[config.mk]
export PLATFORM = sky130hd
export DESIGN_NAME = cordic_atanh
export DESIGN_NICKNAME = d
export VERILOG_FILES = /design/src/rtl/cordic_atanh_pkg.sv /design/src/rtl/cordic_atanh_rom.sv /design/src/rtl/cordic_atanh.sv
export SDC_FILE = /design/constraint.sdc
export NUM_CORES = 1
export LEC_CHECK = 0
export CORE_MARGIN = 4
export CORE_UTILIZATION = 50
export CTS_CLUSTER_DIAMETER = 200
export CTS_CLUSTER_SIZE = 30
export DETAILED_ROUTE_END_ITERATION = 6
export PLACE_DENSITY = 0.67
export SYNTH_ARGS = -nofsm -noshare
export SYNTH_HDL_FRONTEND = slang
export SYNTH_SLANG_ARGS = --single-unit
[constraint.sdc]
create_clock -name iClk -period 25.3 [get_ports iClk]
set_clock_uncertainty 0.2 [all_clocks]
set_input_delay 2.53 -clock iClk [delete_from_list [all_inputs] [get_ports iClk]]
set_output_delay 2.53 -clock iClk [all_outputs]
set_load 0.05 [all_outputs]
[src/rtl/cordic_atanh_pkg.sv]
// Shared types and constants for the hyperbolic-vectoring atanh CORDIC engine.
// Word format is signed Q(WI.WF). Angles and operands use the same word.
package cordic_atanh_pkg;

    localparam int WI = 8;
    localparam int WF = 16;
    localparam int W  = WI + WF;
    localparam int N  = 13;
    localparam int M  = 2;
    localparam int WC = 4;
    localparam int AW = 4;

    typedef logic signed [W-1:0] word_t;
    typedef logic [WC-1:0]       cnt_t;
    typedef logic [AW-1:0]       addr_t;

    typedef enum logic [2:0] {
        S_IDLE,
        S_CHECK,
        S_NEG,
        S_MAIN,
        S_DONE
    } state_t;

    localparam word_t ONE     = word_t'(1 << WF);
    localparam word_t NEG_ONE = -ONE;
    localparam word_t SAT_POS = {1'b0, {(W-1){1'b1}}};
    localparam word_t SAT_NEG = {1'b1, {(W-2){1'b0}}, 1'b1};

    localparam cnt_t K_FIRST = cnt_t'(M);
    localparam cnt_t I_LAST  = cnt_t'(N);
    localparam cnt_t REP_A   = cnt_t'(4);
    localparam cnt_t REP_B   = cnt_t'(13);

    // Hyperbolic CORDIC only converges if these main indices run twice.
    function automatic logic is_repeat(input cnt_t i);
        return (i == REP_A) || (i == REP_B);
    endfunction

endpackage

[src/rtl/cordic_atanh_rom.sv]
// Angle table: three negative-iteration entries atanh(1-2^-(k+2)) for k=2..0,
// followed by atanh(2^-i) for i=1..13, all rounded to the nearest Q8.16 LSB.
module cordic_ROM
    import cordic_atanh_pkg::*;
(
    input  addr_t iAddr,
    output word_t oAngle
);

    always_comb begin
        case (iAddr)
            4'd0:  oAngle = 24'h01B78D;
            4'd1:  oAngle = 24'h015AA1;
            4'd2:  oAngle = 24'h00F914;
            4'd3:  oAngle = 24'h008C9F;
            4'd4:  oAngle = 24'h004163;
            4'd5:  oAngle = 24'h00202B;
            4'd6:  oAngle = 24'h001005;
            4'd7:  oAngle = 24'h000801;
            4'd8:  oAngle = 24'h000400;
            4'd9:  oAngle = 24'h000200;
            4'd10: oAngle = 24'h000100;
            4'd11: oAngle = 24'h000080;
            4'd12: oAngle = 24'h000040;
            4'd13: oAngle = 24'h000020;
            4'd14: oAngle = 24'h000010;
            4'd15: oAngle = 24'h000008;
        endcase
    end

endmodule

[src/rtl/cordic_atanh.sv]
// Iterative hyperbolic-vectoring CORDIC: starts from x=1, y=t, z=0 and drives y
// to zero, leaving atanh(t) in z. One iteration per clock, start/busy/done handshake.
module cordic_atanh
    import cordic_atanh_pkg::*;
(
    input  logic         iClk,
    input  logic         iRst,
    input  logic         iStart,
    input  logic [W-1:0] iT,
    output logic         oBusy,
    output logic         oDone,
    output logic         oErr,
    output logic [W-1:0] oZ
);

    state_t state_q, state_d;
    word_t  x_q, x_d, y_q, y_d, z_q, z_d, z_out_q, z_out_d;
    cnt_t   cnt_q, cnt_d;
    addr_t  addr_q, addr_d;
    logic   stall_q, stall_d;
    logic   busy_q, busy_d, done_q, done_d, err_q, err_d;

    logic   in_neg, neg_dir;
    cnt_t   sh_amt;
    word_t  sh_x, sh_y, op_x, op_y, angle;
    word_t  x_step, y_step, z_step;

    cordic_ROM u_rom (
        .iAddr (addr_q),
        .oAngle(angle)
    );

    assign in_neg  = (state_q == S_NEG);
    assign neg_dir = y_q[W-1];
    assign sh_amt  = in_neg ? cnt_q + cnt_t'(2) : cnt_q;
    assign sh_x    = x_q >>> sh_amt;
    assign sh_y    = y_q >>> sh_amt;

    // Negative iterations rotate by (1 - 2^-s) instead of 2^-s.
    assign op_x = in_neg ? y_q - sh_y : sh_y;
    assign op_y = in_neg ? x_q - sh_x : sh_x;

    assign x_step = neg_dir ? x_q + op_x  : x_q - op_x;
    assign y_step = neg_dir ? y_q + op_y  : y_q - op_y;
    assign z_step = neg_dir ? z_q - angle : z_q + angle;

    // NOTE: every _d starts from its _q so no path through this block can infer a latch.
    always_comb begin
        state_d = state_q;
        x_d     = x_q;
        y_d     = y_q;
        z_d     = z_q;
        z_out_d = z_out_q;
        cnt_d   = cnt_q;
        addr_d  = addr_q;
        stall_d = stall_q;
        busy_d  = busy_q;
        done_d  = done_q;
        err_d   = err_q;

        case (state_q)
            S_IDLE, S_DONE: begin
                if (iStart) begin
                    state_d = S_CHECK;
                    x_d     = ONE;
                    y_d     = $signed(iT);
                    z_d     = '0;
                    cnt_d   = K_FIRST;
                    addr_d  = '0;
                    stall_d = 1'b0;
                    busy_d  = 1'b1;
                    done_d  = 1'b0;
                    err_d   = 1'b0;
                end
            end
            S_CHECK: begin
                if ((y_q >= ONE) || (y_q <= NEG_ONE)) begin
                    state_d = S_DONE;
                    z_out_d = neg_dir ? SAT_NEG : SAT_POS;
                    err_d   = 1'b1;
                    done_d  = 1'b1;
                    busy_d  = 1'b0;
                end else begin
                    state_d = S_NEG;
                end
            end
            S_NEG: begin
                x_d    = x_step;
                y_d    = y_step;
                z_d    = z_step;
                addr_d = addr_q + addr_t'(1);
                if (cnt_q == '0) begin
                    state_d = S_MAIN;
                    cnt_d   = cnt_t'(1);
                end else begin
                    cnt_d = cnt_q - cnt_t'(1);
                end
            end
            S_MAIN: begin
                x_d = x_step;
                y_d = y_step;
                z_d = z_step;
                if (is_repeat(cnt_q) && !stall_q) begin
                    stall_d = 1'b1;
                end else begin
                    stall_d = 1'b0;
                    if (cnt_q == I_LAST) begin
                        state_d = S_DONE;
                        z_out_d = z_step;
                        done_d  = 1'b1;
                        busy_d  = 1'b0;
                    end else begin
                        cnt_d  = cnt_q + cnt_t'(1);
                        addr_d = addr_q + addr_t'(1);
                    end
                end
            end
            default: state_d = S_IDLE;
        endcase
    end

    // NOTE: sequential state uses non-blocking assignments so every flop samples pre-edge values.
    always_ff @(posedge iClk or posedge iRst) begin
        if (iRst) begin
            state_q <= S_IDLE;
            x_q     <= '0;
            y_q     <= '0;
            z_q     <= '0;
            z_out_q <= '0;
            cnt_q   <= '0;
            addr_q  <= '0;
            stall_q <= 1'b0;
            busy_q  <= 1'b0;
            done_q  <= 1'b0;
            err_q   <= 1'b0;
        end else begin
            state_q <= state_d;
            x_q     <= x_d;
            y_q     <= y_d;
            z_q     <= z_d;
            z_out_q <= z_out_d;
            cnt_q   <= cnt_d;
            addr_q  <= addr_d;
            stall_q <= stall_d;
            busy_q  <= busy_d;
            done_q  <= done_d;
            err_q   <= err_d;
        end
    end

    assign oBusy = busy_q;
    assign oDone = done_q;
    assign oErr  = err_q;
    assign oZ    = z_out_q;

endmodule

==> reports/qor.txt, run 1 <==
outcome: completed
Root Driver: clkbuf_16
Cell Area, Synth: 0.0143 mm²
layout cells sized above 1: 5.55%
Synth top area share: 19.4%
unrepaired setup endpoints after global routing: false
crit-path most repeated cell: o21ai_0
Pins Over Slew Limit: 0
die height: 177 µm
I/O pin cnt: 54
fraction of registers with async set or reset after synthesis: 100%
Hold-fix buffers, CTS: 0
Slowest cell on crit path: a211oi_1
period utilization: 39.7%
crit end category: flip-flop
core area: 0.0280 mm²
worst-path fanout max: 50
Hold Crit Start: oZ[19]$_DFFE_PP0P_
largest net degree at the start of global routing: 73
Worst Max-Slew Pin Slew: 1150 ps
clock-pin slew on the worst setup and hold paths: 80 ps
area growth from synthesis to layout: 7.88%
min Tclk post-route: 10,050 ps
DRT Pass-1 Iters: 5
WP data arrival: 10,110 ps
critical path type: reg -> reg
Placer Congestion: 0.970
violation count after the first detailed-routing iteration: 1,078
sequential element share of the synthesized area: 19.4%
worst skew pair latency: 380 ps
Rel. slew slack: 23.3%
htree depth: 3
total die area: 0.0314 mm²
Post-Place Cells: 2,200
TritonCTS clock tree: done
grt ovf: 0
largest cells by area after synthesis: dfrtp_1 19%, ha_1 12%, xnor2_1 6.3%, mux2i_1 6.1%, nand2_1 5.2%
Avg Vias per Cell: 6.13
first-pass GRT wire length: 69.4 mm
Bufs on Longest Clock Path: 2
antenna violation net count after detailed routing: 0
Layout Nets: 1,997
Post-CTS Setup Repair Bufs: 0
gr usage total: 27.2%
via count: 13,600
ant diodes: 0
Ys Warns: 0
max-capacitance violation count: 0
post-route insts no fill: 2,216
Min-Delay Path Class: reg -> reg
Die Width: 177 µm
commonest cells after routing, fill and taps aside: 198 x nand2_1, 171 x nor2_1, 134 x o21ai_0
Initial Util: 51.0%
Finished Cell Area: 0.0154 mm²
CTS Sinks: 111
crit-path max cell delay: 630 ps
placed inst area: 0.0151 mm²
r2r worst-path depth: 35
Setup Viol. Count Final: 0
r2r endpoint: x_q[23]$_DFFE_PP0P_
total negative setup slack: 0 ps
most common flop cell mapped by yosys: dfrtp_1
Post-route DRC: 0
wire per inst: 19.3 µm
IO Port Bufs: 53
initial antenna violation count: 0
worst r2r src: state_q[1]$_DFFE_PP0P_
FILL cells: 2,720
post-DP HPWL: 31.7 mm
commonest non-fill, non-tap cell in the layout: nand2_1
syn nets: 2,013
Post-synth EDFFs: 0
Synth Instances: 1,849
Synth Register Bits: 111
wirelength, routed: 42.8 mm
Core Rows: 61
nature of the critical path startpoint: flip-flop
FMAX: 99.5 MHz
Synth area leader: dfrtp_1
count of cell types in the netlist: 81
Worst EP required: 25,360 ps
Hold Crit Endpoint: oZ[19]$_DFFE_PP0P_
Post-Synthesis Mean Instance Area: 7.73 µm²
number of global-route vias before repair: 13,100
WHS Path Cells: 1
R2R setup slack: 15,250 ps
total CTS buffers: 9
PostCTS Resize Cnt: 0
Hold Vio Cnt, Final: 0
worst max-delay path by stage:
stage,end,cells past startpoint,start
floorplan,x_q[23]$_DFFE_PP0P_,35,cnt_q[1]$_DFFE_PP0P_
global placement,x_q[23]$_DFFE_PP0P_,35,state_q[1]$_DFFE_PP0P_
detailed placement,x_q[23]$_DFFE_PP0P_,35,state_q[1]$_DFFE_PP0P_
CTS,x_q[23]$_DFFE_PP0P_,35,state_q[1]$_DFFE_PP0P_
global route,x_q[23]$_DFFE_PP0P_,35,state_q[1]$_DFFE_PP0P_
finish,x_q[23]$_DFFE_PP0P_,35,state_q[1]$_DFFE_PP0P_
cell families after synthesis:
kind of cell / synth area share, %
simple gates: 20.7
fa+ha+maj: 12.8
compound gates: 23.0
mux: 10.2
flops: 19.4
xor+xnor: 9.49
buf+inv: 4.38
layout make-up:
class / count / area (µm²) / share of cell area, %
Clock inverter: 4 / 37.5 / 0.243
Sequential cell: 111 / 2780 / 18.0
Inverter: 66 / 250 / 1.62
Tap cell: 378 / 473 / 3.07
Multi-Input combinational cell: 1575 / 11000 / 71.1
Timing Repair Buffer: 70 / 658 / 4.27
Clock buffer: 12 / 256 / 1.66
through the flow:
step                      utilization [%]  hold slack (ps)  worst slack (ps)
final                                55.1              310             15250
after detailed placement             54.0              293             15480
after global placement               54.0              284             15710
after floorplan                         -              265             16440
after global routing                 55.1              317             14430
after CTS                            55.1              307             15430
registers in the layout (all words and copies together) (netlist names):
signal and cells:
addr_q 4, z_q 24, state_q 3, cnt_q 4, y_q 24, oDone 1
x_q 24, oBusy 1, oErr 1, oZ 24, stall_q 1
cells in the mapped netlist, drive strengths merged, types with 15 or more instances:
| library cell | count |
|---|---|
| nand2 | 199 |
| nor2 | 171 |
| o21ai | 138 |
| a21oi | 134 |
| ha | 132 |
| dfrtp | 111 |
| xnor2 | 104 |
| mux2i | 87 |
| clkbuf | 73 |
| nand3 | 72 |
| inv | 64 |
| a31oi | 59 |
| xor2 | 50 |
| nor3 | 42 |
| a21o | 28 |
| and3 | 26 |
| o22a | 25 |
| buf | 24 |
| nand2b | 24 |
| mux2 | 22 |
| nor2b | 19 |
| o21a | 18 |
| a211oi | 17 |
| and2 | 17 |
| o31ai | 17 |
| or3 | 17 |
| mux4 | 15 |
worst max-delay path: cells and delay by family (launching register included):
| kind | cells | cell delay (ps) |
|---|---|---|
| xor gates and xnor gates | 4 | 750 |
| buffers and inverters | 2 | 1070 |
| AOI/OAI and AO/OA | 15 | 3790 |
| muxes | 3 | 1050 |
| DFF | 1 | 560 |
| and+or+nand+nor | 9 | 1960 |
| adders and majority gates | 2 | 510 |
routing by layer:
layer	part of all wire, %	track usage, %	up-vias
li1	-	-	6668
met1	44	34.3	6467
met2	48	47.6	364
met3	4.2	3.85	74
met4	3.4	9.41	0
met5	0	0	-
Power of run 1 is not shown: default switching activity piles up to over one toggle a cycle in this logic, so the estimate is an artifact.
==> inputs of run 2 (changes only) <==
==> constraint.sdc (replaced) <==
create_clock -name iClk -period 9.7 [get_ports iClk]
set_clock_uncertainty 0.2 [all_clocks]
set_input_delay 0.97 -clock iClk [delete_from_list [all_inputs] [get_ports iClk]]
set_output_delay 0.97 -clock iClk [all_outputs]
set_load 0.05 [all_outputs]
==> run 2 against run 1 <==
Hold slack worse by 1.5 ps. Non-clock buffer count is 12 higher. Register-to-register slack worse by 15000 ps. Final cell count is 0.50% higher. Die area stayed put. Fmax is 11% higher. Utilization is 0.34 points higher. Count of clock-buffer cells in the layout is 2 lower. First-iteration DRC count is 6.3% lower. Global-route usage is 0.29 points higher. Worst setup slack worse by 15000 ps. Critical path type unchanged. Highest routed layer unchanged.
==> reports/qor.txt, run 2 (synthesis results as in run 1) <==
Bufs on Longest Clock Path: 2
wirelength, routed: 43.4 mm
via count: 13,600
IO Port Bufs: 53
r2r endpoint: x_q[23]$_DFFE_PP0P_
ant diodes: 0
commonest non-fill, non-tap cell in the layout: nand2_1
area growth from synthesis to layout: 8.54%
FILL cells: 2,657
crit-path most repeated cell: a21oi_1
Avg Vias per Cell: 6.11
violation count after the first detailed-routing iteration: 1,010
min Tclk post-route: 9060 ps
number of global-route vias before repair: 13,200
worst r2r src: cnt_q[1]$_DFFE_PP0P_
Hold Crit Start: oZ[4]$_DFFE_PP0P_
Finished Cell Area: 0.0155 mm²
total die area: 0.0314 mm²
initial antenna violation count: 0
Hold Crit Endpoint: oZ[4]$_DFFE_PP0P_
Finished Core Util: 55.4%
worst skew pair latency: 390 ps
Die Width: 177 µm
Initial Util: 51.0%
crit end category: flip-flop
Slowest cell on crit path: xnor2_4
Post-CTS Setup Repair Bufs: 0
post-DP HPWL: 32.7 mm
Worst Max-Slew Pin Slew: 1210 ps
outcome: completed
total negative setup slack: 0 ps
TritonCTS clock tree: done
antenna violation net count after detailed routing: 0
Hold Vio Cnt, Final: 0
Core Rows: 61
worst-path fanout max: 15
gr usage total: 27.5%
Post-Place Cells: 2,212
Min-Delay Path Class: reg -> reg
area of the multi-input gates: 0.0110 mm²
Worst EP required: 9760 ps
WP data arrival: 9120 ps
DRT Pass-1 Iters: 5
Placer Congestion: 0.974
clock-pin slew on the worst setup and hold paths: 100 ps
layout cells sized above 1: 6.27%
CP startpoint: cnt_q[1]$_DFFE_PP0P_
Pins Over Slew Limit: 0
largest net degree at the start of global routing: 76
nature of the critical path startpoint: flip-flop
die height: 177 µm
PostCTS Resize Cnt: 0
Layout Nets: 2,009
Post-route DRC: 0
WHS Path Cells: 1
Root Driver: clkbuf_16
Hold-fix buffers, CTS: 0
core area: 0.0280 mm²
CTS Sinks: 111
I/O pin cnt: 54
placed inst area: 0.0152 mm²
Setup Viol. Count Final: 0
commonest cells after routing, fill and taps aside: 198 x nand2_1, 171 x nor2_1, 134 x o21ai_0
r2r worst-path depth: 35
critical path type: reg -> reg
Reg area: 0.00278 mm²
Rel. slew slack: 19.3%
htree depth: 3
R2R setup slack: 640 ps
wire per inst: 19.5 µm
period utilization: 93.4%
unrepaired setup endpoints after global routing: false
FMAX: 110 MHz
grt ovf: 0
total CTS buffers: 9
max-capacitance violation count: 0
first-pass GRT wire length: 69.6 mm
post-route insts no fill: 2,227
crit-path max cell delay: 540 ps
[run 2: worst max-delay path, delay by kind of cell, from the launching register on]
family	cells	cell delay, ps
flip-flops	1	500
buffers and inverters	2	300
adder cells (fa/ha/maj)	5	1500
AND/OR/NAND/NOR	7	1590
multiplexers	3	950
AO/OA/AOI/OAI	15	3000
XOR/XNOR	3	890
[run 2: final cells by class]
cell class,count,share of cell area (%)
timing repair buffer,82,4.82
tap,378,3.05
inverter,66,1.61
multi-input combinational,1575,70.8
clock buffer,10,1.54
clock inverter,5,0.250
sequential,111,17.9
[run 2: how the worst max path moves through the flow]
| stage | end | slack, ps | cells after the start |
|---|---|---|---|
| 5_1_grt | x_q[23]$_DFFE_PP0P_ | 20 | 36 |
| 2_1_floorplan | x_q[23]$_DFFE_PP0P_ | 840 | 35 |
| 6_report | x_q[23]$_DFFE_PP0P_ | 640 | 35 |
| 3_3_place_gp | x_q[23]$_DFFE_PP0P_ | 840 | 33 |
| 3_5_place_dp | x_q[23]$_DFFE_PP0P_ | 670 | 33 |
| 4_1_cts | x_q[23]$_DFFE_PP0P_ | 600 | 33 |
[run 2: metal layers]
metal	GRT usage, %	wire length (µm)	vias to the layer above
met5	0	0	-
met1	34.9	19200	6439
met2	47.1	20600	390
met3	3.46	1750	89
li1	-	-	6687
met4	11.6	1810	0
[run 2: through the flow]
step                hold slack [ps]  worst slack, ps
global route                    334             17.4
finish                          309              639
global placement                283              844
floorplan                       265              844
CTS                             315              605
detailed placement              296              674
Power of run 2 is left out for the same reason.
==> inputs of run 3 (changes only) <==
==> constraint.sdc (replaced) <==
create_clock -name iClk -period 10.9 [get_ports iClk]
set_clock_uncertainty 0.2 [all_clocks]
set_input_delay 1.09 -clock iClk [delete_from_list [all_inputs] [get_ports iClk]]
set_output_delay 1.09 -clock iClk [all_outputs]
set_load 0.05 [all_outputs]
==> run 3 against run 2 <==
Fmax down 6.5%. Utilization down 0.35 points. Die area unchanged. Hold slack better by 2.0 ps. First-iteration DRC count down 6.9%. Flip-flop and latch count unchanged. Cell area down 0.63%. Critical endpoint unchanged. Count of clock-buffer cells in the layout down 1.
==> reports/qor.txt, run 3 (synthesis results as in run 1) <==
first-pass GRT wire length: 69.2 mm
Hold Vio Cnt, Final: 0
Avg Vias per Cell: 6.16
r2r worst-path depth: 33
Rel. slew slack: 24.4%
Reg area: 0.00278 mm²
FMAX: 103 MHz
crit-path max cell delay: 730 ps
Pins Over Slew Limit: 0
layout cells sized above 1: 5.60%
violation count after the first detailed-routing iteration: 940
Placer Congestion: 0.969
grt ovf: 0
min Tclk post-route: 9690 ps
Initial Util: 51.0%
IO Port Bufs: 53
commonest cells after routing, fill and taps aside: 198 x nand2_1, 171 x nor2_1, 134 x o21ai_0
Post-CTS Setup Repair Bufs: 0
initial antenna violation count: 0
TritonCTS clock tree: done
Worst Max-Slew Pin Slew: 1130 ps
Die Width: 177 µm
WP data arrival: 9770 ps
family with the most delay on the worst path: compound AO/OA/AOI/OAI gates
DRT Pass-1 Iters: 5
R2R setup slack: 1210 ps
outcome: completed
htree depth: 3
Root Driver: clkbuf_16
Core Rows: 61
WP buf/inv: 0
area growth from synthesis to layout: 7.86%
PostCTS Resize Cnt: 0
nature of the critical path startpoint: flip-flop
period utilization: 88.9%
Hold Crit Start: oZ[22]$_DFFE_PP0P_
CTS Sinks: 111
core area: 0.0280 mm²
crit-path most repeated cell: o21ai_0
clock-pin slew on the worst setup and hold paths: 90 ps
Bufs on Longest Clock Path: 2
via count: 13,700
Setup Viol. Count Final: 0
worst r2r src: state_q[1]$_DFFE_PP0P_
total CTS buffers: 9
post-route insts no fill: 2,216
total die area: 0.0314 mm²
Min-Delay Path Class: reg -> reg
Post-route DRC: 0
r2r endpoint: x_q[23]$_DFFE_PP0P_
hold slack: 311 ps
number of global-route vias before repair: 13,200
largest net degree at the start of global routing: 70
Worst EP required: 10,970 ps
worst-path fanout max: 19
critical path type: reg -> reg
Finished Cell Area: 0.0154 mm²
unrepaired setup endpoints after global routing: false
crit end category: flip-flop
wire per inst: 19.4 µm
ant diodes: 0
Hold Crit Endpoint: oZ[22]$_DFFE_PP0P_
Hold-fix buffers, CTS: 0
placed inst area: 0.0151 mm²
max-capacitance violation count: 0
gr usage total: 27.3%
Post-Place Cells: 2,200
FILL cells: 2,731
commonest non-fill, non-tap cell in the layout: nand2_1
Layout Nets: 1,997
total negative setup slack: 0 ps
WHS Path Cells: 1
I/O pin cnt: 54
die height: 177 µm
Slowest cell on crit path: nor3b_4
worst skew pair latency: 390 ps
post-DP HPWL: 32.3 mm
area of the multi-input gates: 0.0110 mm²
number of cells on the critical path: 33
antenna violation net count after detailed routing: 0
wirelength, routed: 42.9 mm
==> run 3: cell count changes in the layout (fill, tap and decap cells not counted) <==
| cell | change |
|---|---|
| buf_4 | -12 |
| clkbuf_8 | -1 |
| inv_6 | -1 |
| nor3b_2 | -1 |
| nor4_1 | +1 |
| clkinv_8 | +1 |
| clkinvlp_4 | +1 |
| inv_8 | +1 |
| nor4_4 | -1 |
| nor3b_1 | +1 |
==> run 3: worst max path at each step <==
stage	end	slack, ps	startpoint
CTS	x_q[23]$_DFFE_PP0P_	1330	state_q[1]$_DFFE_PP0P_
finish	x_q[23]$_DFFE_PP0P_	1210	state_q[1]$_DFFE_PP0P_
global placement	x_q[23]$_DFFE_PP0P_	1590	state_q[1]$_DFFE_PP0P_
detailed placement	x_q[23]$_DFFE_PP0P_	1390	cnt_q[2]$_DFFE_PP0P_
global route	y_q[23]$_DFFE_PP0P_	610	cnt_q[2]$_DFFE_PP0P_
floorplan	x_q[23]$_DFFE_PP0P_	2040	cnt_q[1]$_DFFE_PP0P_
==> run 3: per-layer routing <==
metal  GRT usage, %  vias to the layer above  share of wire [%]
li1               -                     6672                  -
met1           34.6                     6498                 44
met2           46.8                      399                 48
met3           3.20                       87                4.2
met4           12.1                        0                4.5
met5              0                        -                  0
==> run 3: stage by stage <==
stage / util, % / setup slack (ps)
2_1_floorplan: - / 2040
3_3_place_gp: 54.0 / 1590
3_5_place_dp: 54.0 / 1390
4_1_cts: 55.1 / 1330
5_1_grt: 55.1 / 611
6_report: 55.1 / 1210
==> run 3: layout make-up <==
cell class                 count  area share [%]
clock buffer                   9            1.46
tap                          378            3.07
sequential                   111            18.0
inverter                      66            1.62
timing repair buffer          70            4.27
multi-input combinational   1575            71.1
clock inverter                 7           0.422
Power of run 3 is left out for the same reason.
